$ cat src/rtl/b06_irq_arbiter_if.sv
// rtl/b06_irq_arbiter_if.sv - requester and handler signal bundle for b06_irq_arbiter
// Ports (signals):
//   req, done          requester level request / service-complete pulse
//   uscite, ackout     b06 handler status and acknowledge
//   eql, cont_eql      drives to the b06 handler inputs
//   grant, grant_id    one-hot grant and index of current or last grantee
//   busy, timeout_err  arbiter activity and one-cycle handshake timeout pulse
// Modports: master = arbiter side, slave = requesters/handler side.
interface b06_irq_arbiter_if #(
    parameter int NREQ = 4,
    parameter int IDW  = 2
);
    logic [NREQ-1:0] req;
    logic [NREQ-1:0] done;
    logic [1:0]      uscite;
    logic            ackout;
    logic            eql;
    logic            cont_eql;
    logic [NREQ-1:0] grant;
    logic [IDW-1:0]  grant_id;
    logic            busy;
    logic            timeout_err;

    modport master (
        input  req, done, uscite, ackout,
        output eql, cont_eql, grant, grant_id, busy, timeout_err
    );

    modport slave (
        output req, done, uscite, ackout,
        input  eql, cont_eql, grant, grant_id, busy, timeout_err
    );
endinterface

$ cat src/rtl/b06_irq_arbiter.sv
// rtl/b06_irq_arbiter.sv - round-robin arbiter sharing one b06 interrupt handler
// Ports:
//   clock    rising-edge clock
//   reset_n  asynchronous active-low reset
//   bus      b06_irq_arbiter_if.master (requests, handler handshake, grant outputs)
module b06_irq_arbiter #(
    parameter int NREQ     = 4,
    parameter int IDW      = 2,
    parameter int HOLD_MAX = 15
) (
    input logic                 clock,
    input logic                 reset_n,
    b06_irq_arbiter_if.master   bus
);
    localparam int TW = $clog2(HOLD_MAX + 1);

    typedef enum logic [1:0] {
        S_IDLE    = 2'd0,
        S_ASSERT  = 2'd1,
        S_SERVE   = 2'd2,
        S_RELEASE = 2'd3
    } state_t;

    state_t          state_q, state_d;
    logic [NREQ-1:0] grant_q, grant_d;
    logic [IDW-1:0]  grant_id_q, grant_id_d;
    logic [IDW-1:0]  rr_ptr_q, rr_ptr_d;
    logic [TW-1:0]   tmo_cnt_q, tmo_cnt_d;
    logic            eql_q, eql_d;
    logic            cont_eql_q, cont_eql_d;
    logic            busy_q, busy_d;
    logic            timeout_err_q, timeout_err_d;

    logic            win_found;
    logic [IDW-1:0]  win_id;
    logic            tmo_hit;
    logic            engaged;
    logic            svc_end;

    // rr_ptr and grant_id are always below NREQ, so a single conditional
    // subtract is enough to wrap (v < 2*NREQ).
    function automatic logic [IDW-1:0] wrap_idx(input int v);
        if (v >= NREQ) return IDW'(v - NREQ);
        else           return IDW'(v);
    endfunction

    // Round-robin search starting at rr_ptr; first set req bit wins.
    always_comb begin
        win_found = 1'b0;
        win_id    = '0;
        for (int i = 0; i < NREQ; i++) begin
            if (!win_found && bus.req[wrap_idx(int'(rr_ptr_q) + i)]) begin
                win_found = 1'b1;
                win_id    = wrap_idx(int'(rr_ptr_q) + i);
            end
        end
    end

    assign tmo_hit = (tmo_cnt_q == TW'(HOLD_MAX));
    assign engaged = (bus.uscite == 2'b00);
    // Only the granted line may end service; grant is one-hot so masking with
    // it avoids indexing by grant_id.
    assign svc_end = (|(bus.done & grant_q)) || !(|(bus.req & grant_q));

    always_ff @(posedge clock or negedge reset_n) begin
        if (!reset_n) state_q <= S_IDLE;
        else          state_q <= state_d;
    end

    always_comb begin
        state_d = S_IDLE;
        case (state_q)
            S_IDLE:    state_d = win_found ? S_ASSERT : S_IDLE;
            S_ASSERT:  state_d = engaged ? S_SERVE : (tmo_hit ? S_RELEASE : S_ASSERT);
            S_SERVE:   state_d = svc_end ? S_RELEASE : S_SERVE;
            S_RELEASE: state_d = (bus.ackout || tmo_hit) ? S_IDLE : S_RELEASE;
            default:   state_d = S_IDLE;
        endcase
    end

    always_comb begin
        grant_d       = grant_q;
        grant_id_d    = grant_id_q;
        rr_ptr_d      = rr_ptr_q;
        tmo_cnt_d     = tmo_cnt_q;
        eql_d         = eql_q;
        cont_eql_d    = cont_eql_q;
        busy_d        = busy_q;
        timeout_err_d = 1'b0;
        case (state_q)
            S_IDLE: begin
                if (win_found) begin
                    grant_d    = {{(NREQ-1){1'b0}}, 1'b1} << win_id;
                    grant_id_d = win_id;
                    eql_d      = 1'b1;
                    cont_eql_d = 1'b1;
                    busy_d     = 1'b1;
                    tmo_cnt_d  = '0;
                end
            end
            S_ASSERT: begin
                if (!engaged) begin
                    if (tmo_hit) begin
                        timeout_err_d = 1'b1;
                        eql_d         = 1'b0;
                        cont_eql_d    = 1'b0;
                        // RELEASE gets its own full window
                        tmo_cnt_d     = '0;
                    end else begin
                        tmo_cnt_d = tmo_cnt_q + TW'(1);
                    end
                end
            end
            S_SERVE: begin
                if (svc_end) begin
                    eql_d      = 1'b0;
                    cont_eql_d = 1'b0;
                    tmo_cnt_d  = '0;
                end
            end
            S_RELEASE: begin
                if (bus.ackout || tmo_hit) begin
                    timeout_err_d = !bus.ackout;
                    grant_d       = '0;
                    cont_eql_d    = 1'b1;
                    busy_d        = 1'b0;
                    tmo_cnt_d     = '0;
                    rr_ptr_d      = wrap_idx(int'(grant_id_q) + 1);
                end else begin
                    tmo_cnt_d = tmo_cnt_q + TW'(1);
                end
            end
            default: begin
                grant_d    = '0;
                grant_id_d = '0;
                rr_ptr_d   = '0;
                tmo_cnt_d  = '0;
                eql_d      = 1'b0;
                cont_eql_d = 1'b1;
                busy_d     = 1'b0;
            end
        endcase
    end

    always_ff @(posedge clock or negedge reset_n) begin
        if (!reset_n) begin
            grant_q       <= '0;
            grant_id_q    <= '0;
            rr_ptr_q      <= '0;
            tmo_cnt_q     <= '0;
            eql_q         <= 1'b0;
            cont_eql_q    <= 1'b1;
            busy_q        <= 1'b0;
            timeout_err_q <= 1'b0;
        end else begin
            grant_q       <= grant_d;
            grant_id_q    <= grant_id_d;
            rr_ptr_q      <= rr_ptr_d;
            tmo_cnt_q     <= tmo_cnt_d;
            eql_q         <= eql_d;
            cont_eql_q    <= cont_eql_d;
            busy_q        <= busy_d;
            timeout_err_q <= timeout_err_d;
        end
    end

    assign bus.grant       = grant_q;
    assign bus.grant_id    = grant_id_q;
    assign bus.eql         = eql_q;
    assign bus.cont_eql    = cont_eql_q;
    assign bus.busy        = busy_q;
    assign bus.timeout_err = timeout_err_q;
endmodule

$ cat src/flat_wrapper.sv
// flat-port wrapper written by rule: the top's interface ports become plain ports
module b06_irq_arbiter_flat 
#(
    parameter int NREQ     = 4,
    parameter int IDW      = 2,
    parameter int HOLD_MAX = 15
)
  (clock, reset_n, bus_req, bus_done, bus_uscite, bus_ackout, bus_eql, bus_cont_eql, bus_grant, bus_grant_id, bus_busy, bus_timeout_err);
  b06_irq_arbiter_if #(.NREQ(NREQ), .IDW(IDW)) bus_i ();
  input logic clock;
  input logic reset_n;
  input wire logic [$bits(bus_i.req)-1:0] bus_req;
  input wire logic [$bits(bus_i.done)-1:0] bus_done;
  input wire logic [$bits(bus_i.uscite)-1:0] bus_uscite;
  input wire logic [$bits(bus_i.ackout)-1:0] bus_ackout;
  output wire logic [$bits(bus_i.eql)-1:0] bus_eql;
  output wire logic [$bits(bus_i.cont_eql)-1:0] bus_cont_eql;
  output wire logic [$bits(bus_i.grant)-1:0] bus_grant;
  output wire logic [$bits(bus_i.grant_id)-1:0] bus_grant_id;
  output wire logic [$bits(bus_i.busy)-1:0] bus_busy;
  output wire logic [$bits(bus_i.timeout_err)-1:0] bus_timeout_err;
  assign bus_i.req = bus_req;
  assign bus_i.done = bus_done;
  assign bus_i.uscite = bus_uscite;
  assign bus_i.ackout = bus_ackout;
  assign bus_eql = bus_i.eql;
  assign bus_cont_eql = bus_i.cont_eql;
  assign bus_grant = bus_i.grant;
  assign bus_grant_id = bus_i.grant_id;
  assign bus_busy = bus_i.busy;
  assign bus_timeout_err = bus_i.timeout_err;
  b06_irq_arbiter #(.NREQ(NREQ), .IDW(IDW), .HOLD_MAX(HOLD_MAX)) u_core (.clock(clock), .reset_n(reset_n), .bus(bus_i));
endmodule
$ cat config.mk
export PLATFORM = sky130hd
export DESIGN_NAME = b06_irq_arbiter_flat
export DESIGN_NICKNAME = d
export VERILOG_FILES = /design/src/rtl/b06_irq_arbiter_if.sv /design/src/rtl/b06_irq_arbiter.sv /design/src/flat_wrapper.sv
export SDC_FILE = /design/constraint.sdc
export NUM_CORES = 1
export LEC_CHECK = 0
export BUFFER_PORTS_ARGS = -buffer_cell sky130_fd_sc_hd__clkbuf_2
export CELL_PAD_IN_SITES_DETAIL_PLACEMENT = 1
export CELL_PAD_IN_SITES_GLOBAL_PLACEMENT = 1
export CORE_MARGIN = 8
export CORE_UTILIZATION = 38
export DETAILED_ROUTE_END_ITERATION = 8
export PLACE_DENSITY = 0.71
export SYNTH_ARGS = -nofsm -noshare
export SYNTH_HDL_FRONTEND = slang
export SYNTH_SLANG_ARGS = --single-unit
$ cat constraint.sdc
create_clock -name clock -period 2.1 [get_ports clock]
set_clock_uncertainty 0.2 [all_clocks]
set_input_delay 0.42 -clock clock [delete_from_list [all_inputs] [get_ports clock]]
set_output_delay 0.42 -clock clock [all_outputs]
set_load 0.05 [all_outputs]
== Word level (Yosys, flattened, before mapping) ==
Cells that the tools add are included.

* Flip-flop bits (word level): 18
* Input port bits: 13
* Output and inout bits: 10
* Word-level logic and storage cells: 111

* Add/subtract/negate cells: 10
* Order comparisons: 9
* Equality and inequality tests: 9
* Shift-type cells: 1
* Multiplexer cells: 49
* Bitwise logic cells: 2
* Reduce and logical (&&, ||, !) cells: 22

{| class="wikitable"
|+ Operators with widths
! kind !! count
|-
| $mux W4 || 7
|-
| $mux W2 || 12
|-
| $mux W1 || 19
|-
| $pmux W4 S4 || 1
|-
| $ge A3 B3 Y1 const B || 4
|-
| $lt A2 B3 Y1 const B || 4
|-
| $reduce_and A5 Y1 || 2
|-
| $sub A2 B1 Y2 const B || 5
|-
| $and A4 B4 Y4 || 2
|-
| $bmux W1 S2 || 4
|-
| $ne A2 B1 Y1 const B || 4
|-
| $pmux W2 S4 || 1
|-
| $pmux W4 S2 || 1
|-
| $reduce_or A4 Y1 || 2
|-
| $add A2 B1 Y3 const B || 2
|-
| $add A2 B2 Y3 const B || 2
|-
| $reduce_and A3 Y1 || 2
|-
| $logic_not A1 Y1 || 5
|-
| $add A4 B1 Y4 const B || 1
|-
| $eq A2 B2 Y1 const B || 2
|-
| $eq A4 B4 Y1 const B || 1
|-
| $logic_not A2 Y1 || 2
|-
| $pmux W1 S2 || 2
|-
| $pmux W1 S4 || 1
|-
| other kinds (10) || 14
|}

== Depth between registers and ports, before layout ==
* Depth after elaboration: 17
* Mapped depth: 6
* Depth with buffers taken out: 6

== Worst setup path after synthesis ==
No wires, ideal clock.

* Path type: reg2reg
* From: register u_core.grant_q[0], in the netlist u_core.bus.grant[0]
* To: register u_core.tmo_cnt_q[0]
* Library setup time: 0.128 ns
* Arrival: 1.597 ns
* Required time: 1.772 ns
* Slack: 0.176 ns
* Stages on the path, launching flop included: 5
* Buffers on the path: 0
* Period minus slack after synthesis: 1.924 ns
* Path through: dfrtp_1 -> a22o_1 -> o2111ai_2 -> nand2_1 -> mux2_1

* Longest elaborated chain between the ends: 6
* Elaborated cells on any way between the ends: 8
* Classes of those cells: eq/ne (1); bitwise (2); reduce/logical (5)

{| class="wikitable"
|+ Ends and longest elaborated chain
! element !! RTL line !! text
|-
| start, declared || b06_irq_arbiter.sv:25 || <nowiki>logic [NREQ-1:0] grant_q, grant_d;</nowiki>
|-
| start signal, assigned || b06_irq_arbiter.sv:156 || <nowiki>grant_q <= grant_d;</nowiki>
|-
| $and A4 B4 Y4 || b06_irq_arbiter.sv:63 || <nowiki>assign svc_end = (|(bus.done & grant_q)) || !(|(bus.req & grant_q));</nowiki>
|-
| $reduce_or A4 Y1 || b06_irq_arbiter.sv:63 ||
|-
| $logic_not A1 Y1 || b06_irq_arbiter.sv:63 ||
|-
| $logic_or A1 B1 Y1 * || b06_irq_arbiter.sv:63 ||
|-
| $ne A2 B1 Y1 (no line) * || - ||
|-
| $reduce_and A3 Y1 (no line) * || - ||
|-
| end signal, assigned || b06_irq_arbiter.sv:159 || <nowiki>tmo_cnt_q <= tmo_cnt_d;</nowiki>
|-
| end, declared || b06_irq_arbiter.sv:28 || <nowiki>logic [TW-1:0] tmo_cnt_q, tmo_cnt_d;</nowiki>
|}

Every way passes the cells marked *; elsewhere a longest branch is shown, timed or not.
A chain may end at the register's enable or synchronous reset.

== Worst setup path in the final report ==
* From: register u_core.state_q[0]
* To: register u_core.grant_q[2], in the netlist u_core.bus.grant[2]

* Longest elaborated chain between the ends: 3
* Elaborated cells on any way between the ends: 7
* Classes of those cells: eq/ne (3); mux (1); reduce/logical (3)

{| class="wikitable"
|+ Ends and longest elaborated chain
! element !! RTL line !! text
|-
| start, declared || b06_irq_arbiter.sv:24 || <nowiki>state_t state_q, state_d;</nowiki>
|-
| start signal, assigned || b06_irq_arbiter.sv:67 || <nowiki>else state_q <= state_d;</nowiki>
|-
| $eq A2 B2 Y1 or $logic_not A2 Y1 (tied branches) || b06_irq_arbiter.sv:90 || <nowiki>case (state_q)</nowiki>
|-
| $ne A2 B1 Y1 (no line) or $reduce_bool A2 Y1 (tied branches) || - ||
|-
| $reduce_and A3 Y1 (no line) || - ||
|}

Parallel ways exist; a longest one is shown, timed or not.

==> reports/qor.csv <==
metric;value;unit
sw_frac_of_total;0.504;
path_clk_slew;0.10;ns
multi_input_area;604;µm²
cts_buffers;3;
synth_edf_count;0;
ys_types;40;
vias_per_cell;5.52;
grt_usage;0.129;
hp-class;input pin to flip-flop;
grtUsageMet3;0.0401;
status;finished clean;
die_w;69.6;µm
synth_top_area_share;0.390;
rsz0062_at_grt;no;
required;2.09;ns
cts_sinks;18;
ios;23;
period_share;0.937;
diodes;0;
hpwl;2370;µm
syn_to_final_growth;23.1;%
cp-start-kind;flip-flop;
fin_crit;1.97;ns
p_switching;0.00107;W
synth_compound_area_frac;0.246;
tns;0;ns
finalHoldViolations;0;
core;2730;µm²
synthSimpleGateAreaFrac;0.193;
rows;19;
max_freq;508;MHz
io_buffers;22;
synth_top_family_by_area;compound AO/OA/AOI/OAI gates;
crit_arrival;1.95;ns
fin_cells;178;
synthCells;112;
via_count;982;
routedWlPerCell;16.5;µm
antenna_found_initial;0;
numPlacedInstances;173;
worst_slew_pin_slew;0.606;ns
drv_slew;0;
clockPowerShare;0.099;
clock_latency;0.29;ns
cts_root_buffer;clkbuf_4;
ant_nets;0;
place_ws;0.0203;ns
synth_ff_type;dfrtp_1;
total_power;0.00212;W
grt_pass1_vias;1059;
p_leak;0.645;nW
synth.ff_latch_count;18;
maxSlewHeadroom;0.593;
synth.largest_area_cell;dfrtp_1;
die_y;69.6;µm
ys_async_sr_fraction;1.00;
synthAdderAreaFrac;0.0689;
regArea;452;µm²
busiest_layer;met2;
irDropWorstVdd;0.000863;V
r2r_slack;0.13;ns
nNetsFinal;167;
critPathMaxFanout;10;
synth_nets;131;
ys_seq_area_frac;0.414;
internal_power;0.00105;W
cts_resized;0;
yosysWarnings;0;
syn_area;1090;µm²
synth_area_per_cell;9.73;µm²
drc;0;
postLayoutCoreUtil;0.491;
setup_viol;0;
power.density;1580;nW/µm²
use_met1;0.158;
dr.pass1.iters;4;
muxShareOfSynthArea;0.0390;
die-area;4840;µm²
grt_pass1_wl;5260;µm
n_fill_cell;329;
use_met2;0.216;
gp_congestion;0.779;
cts_tree;built;
grt_max_degree;19;
clk_path_buf_depth;2;
grt-ovfl-total;0;
start_util;0.399;
setup_ws;0.132;ns
h-tree-depth;1;
endpoint_kind;flip-flop;
comb_power_share;0.602;
dr.first_iter.drc_count;53;
drive_gt1_frac;0.286;
synth_xor_area_frac;0.00804;
cap_viol_max_count;0;
synth_area_leaders;dfrtp_1, ha_1, nand2_1, a21oi_1, o21ai_0;
drt_wl_total;2940;µm
power_frac_seq;0.299;
critPathKind;flip-flop to flip-flop;
-- path summary, 6_finish.rpt --
path / startpoint / end / cells after the start
max in group asynchronous: reset_n / u_core.bus.cont_eql / 2
min reg2reg: u_core.bus.cont_eql / u_core.bus.cont_eql / 2
min: bus_ackout / u_core.bus.timeout_err / 3
min in group asynchronous: reset_n / u_core.bus.grant[3] / 2
max: u_core.state_q[0] / u_core.bus.grant[2] / 4
max reg2reg: u_core.state_q[0] / u_core.bus.grant[2] / 4
-- power groups by stage --
stage | logic (W) | clock network [W] | registers, W
6_report | 0.00128 | 0.000211 | 0.000634
5_1_grt | 0.00141 | 0.000238 | 0.000661
4_1_cts | 0.00129 | 0.000218 | 0.000634
3_5_place_dp | 0.00128 | 0 | 0.000641
3_3_place_gp | 0.00124 | 0 | 0.000630
2_1_floorplan | 0.000738 | 0 | 0.000873
-- logic make-up (layout without fill, tap and decap cells) --
group                    Yosys count  in the layout
AND/OR/NAND/NOR                   40             40
multiplexers                       4              4
buffers and inverters              7             42
XOR/XNOR                           1              1
AO/OA/AOI/OAI                     36             36
adder cells (fa/ha/maj)            6              6
flip-flops                        18             18
-- registers in the layout (all words and copies together) (netlist names) --
name	flops
u_core.rr_ptr_q	2
u_core.bus.eql	1
u_core.bus.grant_id	2
u_core.bus.timeout_err	1
u_core.state_q	2
u_core.bus.busy	1
u_core.bus.grant	4
u_core.bus.cont_eql	1
u_core.tmo_cnt_q	4
-- repair_timing --
item                      4_1_cts  5_1_grt
hold buffers                    1        0
hold endpoints to repair       17        0
buffers inserted                0        0
-- critical path, cell delays in order (launching register included) --
cell and delay (ns):
dfrtp_1 0.41, ha_1 0.22, nor2b_1 0.15, a221o_1 0.49, o41ai_1 0.38
-- synth_stat cells (all sizes together) (2+ instances only) --
| cell type | number |
|---|---|
| a21oi | 8 |
| ha | 6 |
| nor2b | 2 |
| nand2 | 11 |
| nand3 | 6 |
| o41ai | 3 |
| o2bb2ai | 2 |
| inv | 6 |
| nand2b | 3 |
| o21ai | 8 |
| nor2 | 8 |
| nor4 | 2 |
| mux2i | 2 |
| a22o | 2 |
| o211ai | 3 |
| mux2 | 2 |
| o31ai | 2 |
| dfrtp | 17 |
| a22oi | 3 |
-- layer usage --
layer / up-vias / wire [µm]
met5: - / 0
met4: 0 / 15
met3: 2 / 137
met2: 17 / 1420
met1: 476 / 1370
li1: 487 / -
-- cell usage in the layout, fill, tap and decap left out, types with 2 or more instances in the layout --
cell / synthesis / final
a21oi_1: 7 / 7
a22o_1: 2 / 2
a22oi_1: 2 / 2
buf_4: 0 / 9
clkbuf_2: 0 / 22
clkbuf_4: 0 / 3
dfrtp_1: 17 / 17
ha_1: 6 / 6
inv_1: 6 / 6
mux2_1: 2 / 2
mux2i_1: 2 / 2
nand2_1: 11 / 11
nand2b_1: 3 / 3
nand3_1: 6 / 6
nor2_1: 8 / 8
nor2b_1: 2 / 2
o211ai_1: 3 / 3
o21ai_0: 7 / 7
o2bb2ai_1: 2 / 2
o31ai_1: 2 / 2
o41ai_1: 2 / 2
-- layout make-up --
type,instances,area share
Timing Repair Buffer,32,0.140
Tap cell,31,0.0289
Multi-Input combinational cell,87,0.451
Inverter,6,0.0168
Clock buffer,4,0.0271
Sequential cell,18,0.337
-- through the flow --
stage / area [µm²] / hold WS, ns
after floorplan: 1090 / -0.0756
after global routing: 1340 / 0.242
after CTS: 1340 / 0.228
after global placement: 1290 / 0.189
after detailed placement: 1290 / 0.191
final: 1340 / 0.234
No activity file was read; power rests on OpenSTA's default activity.
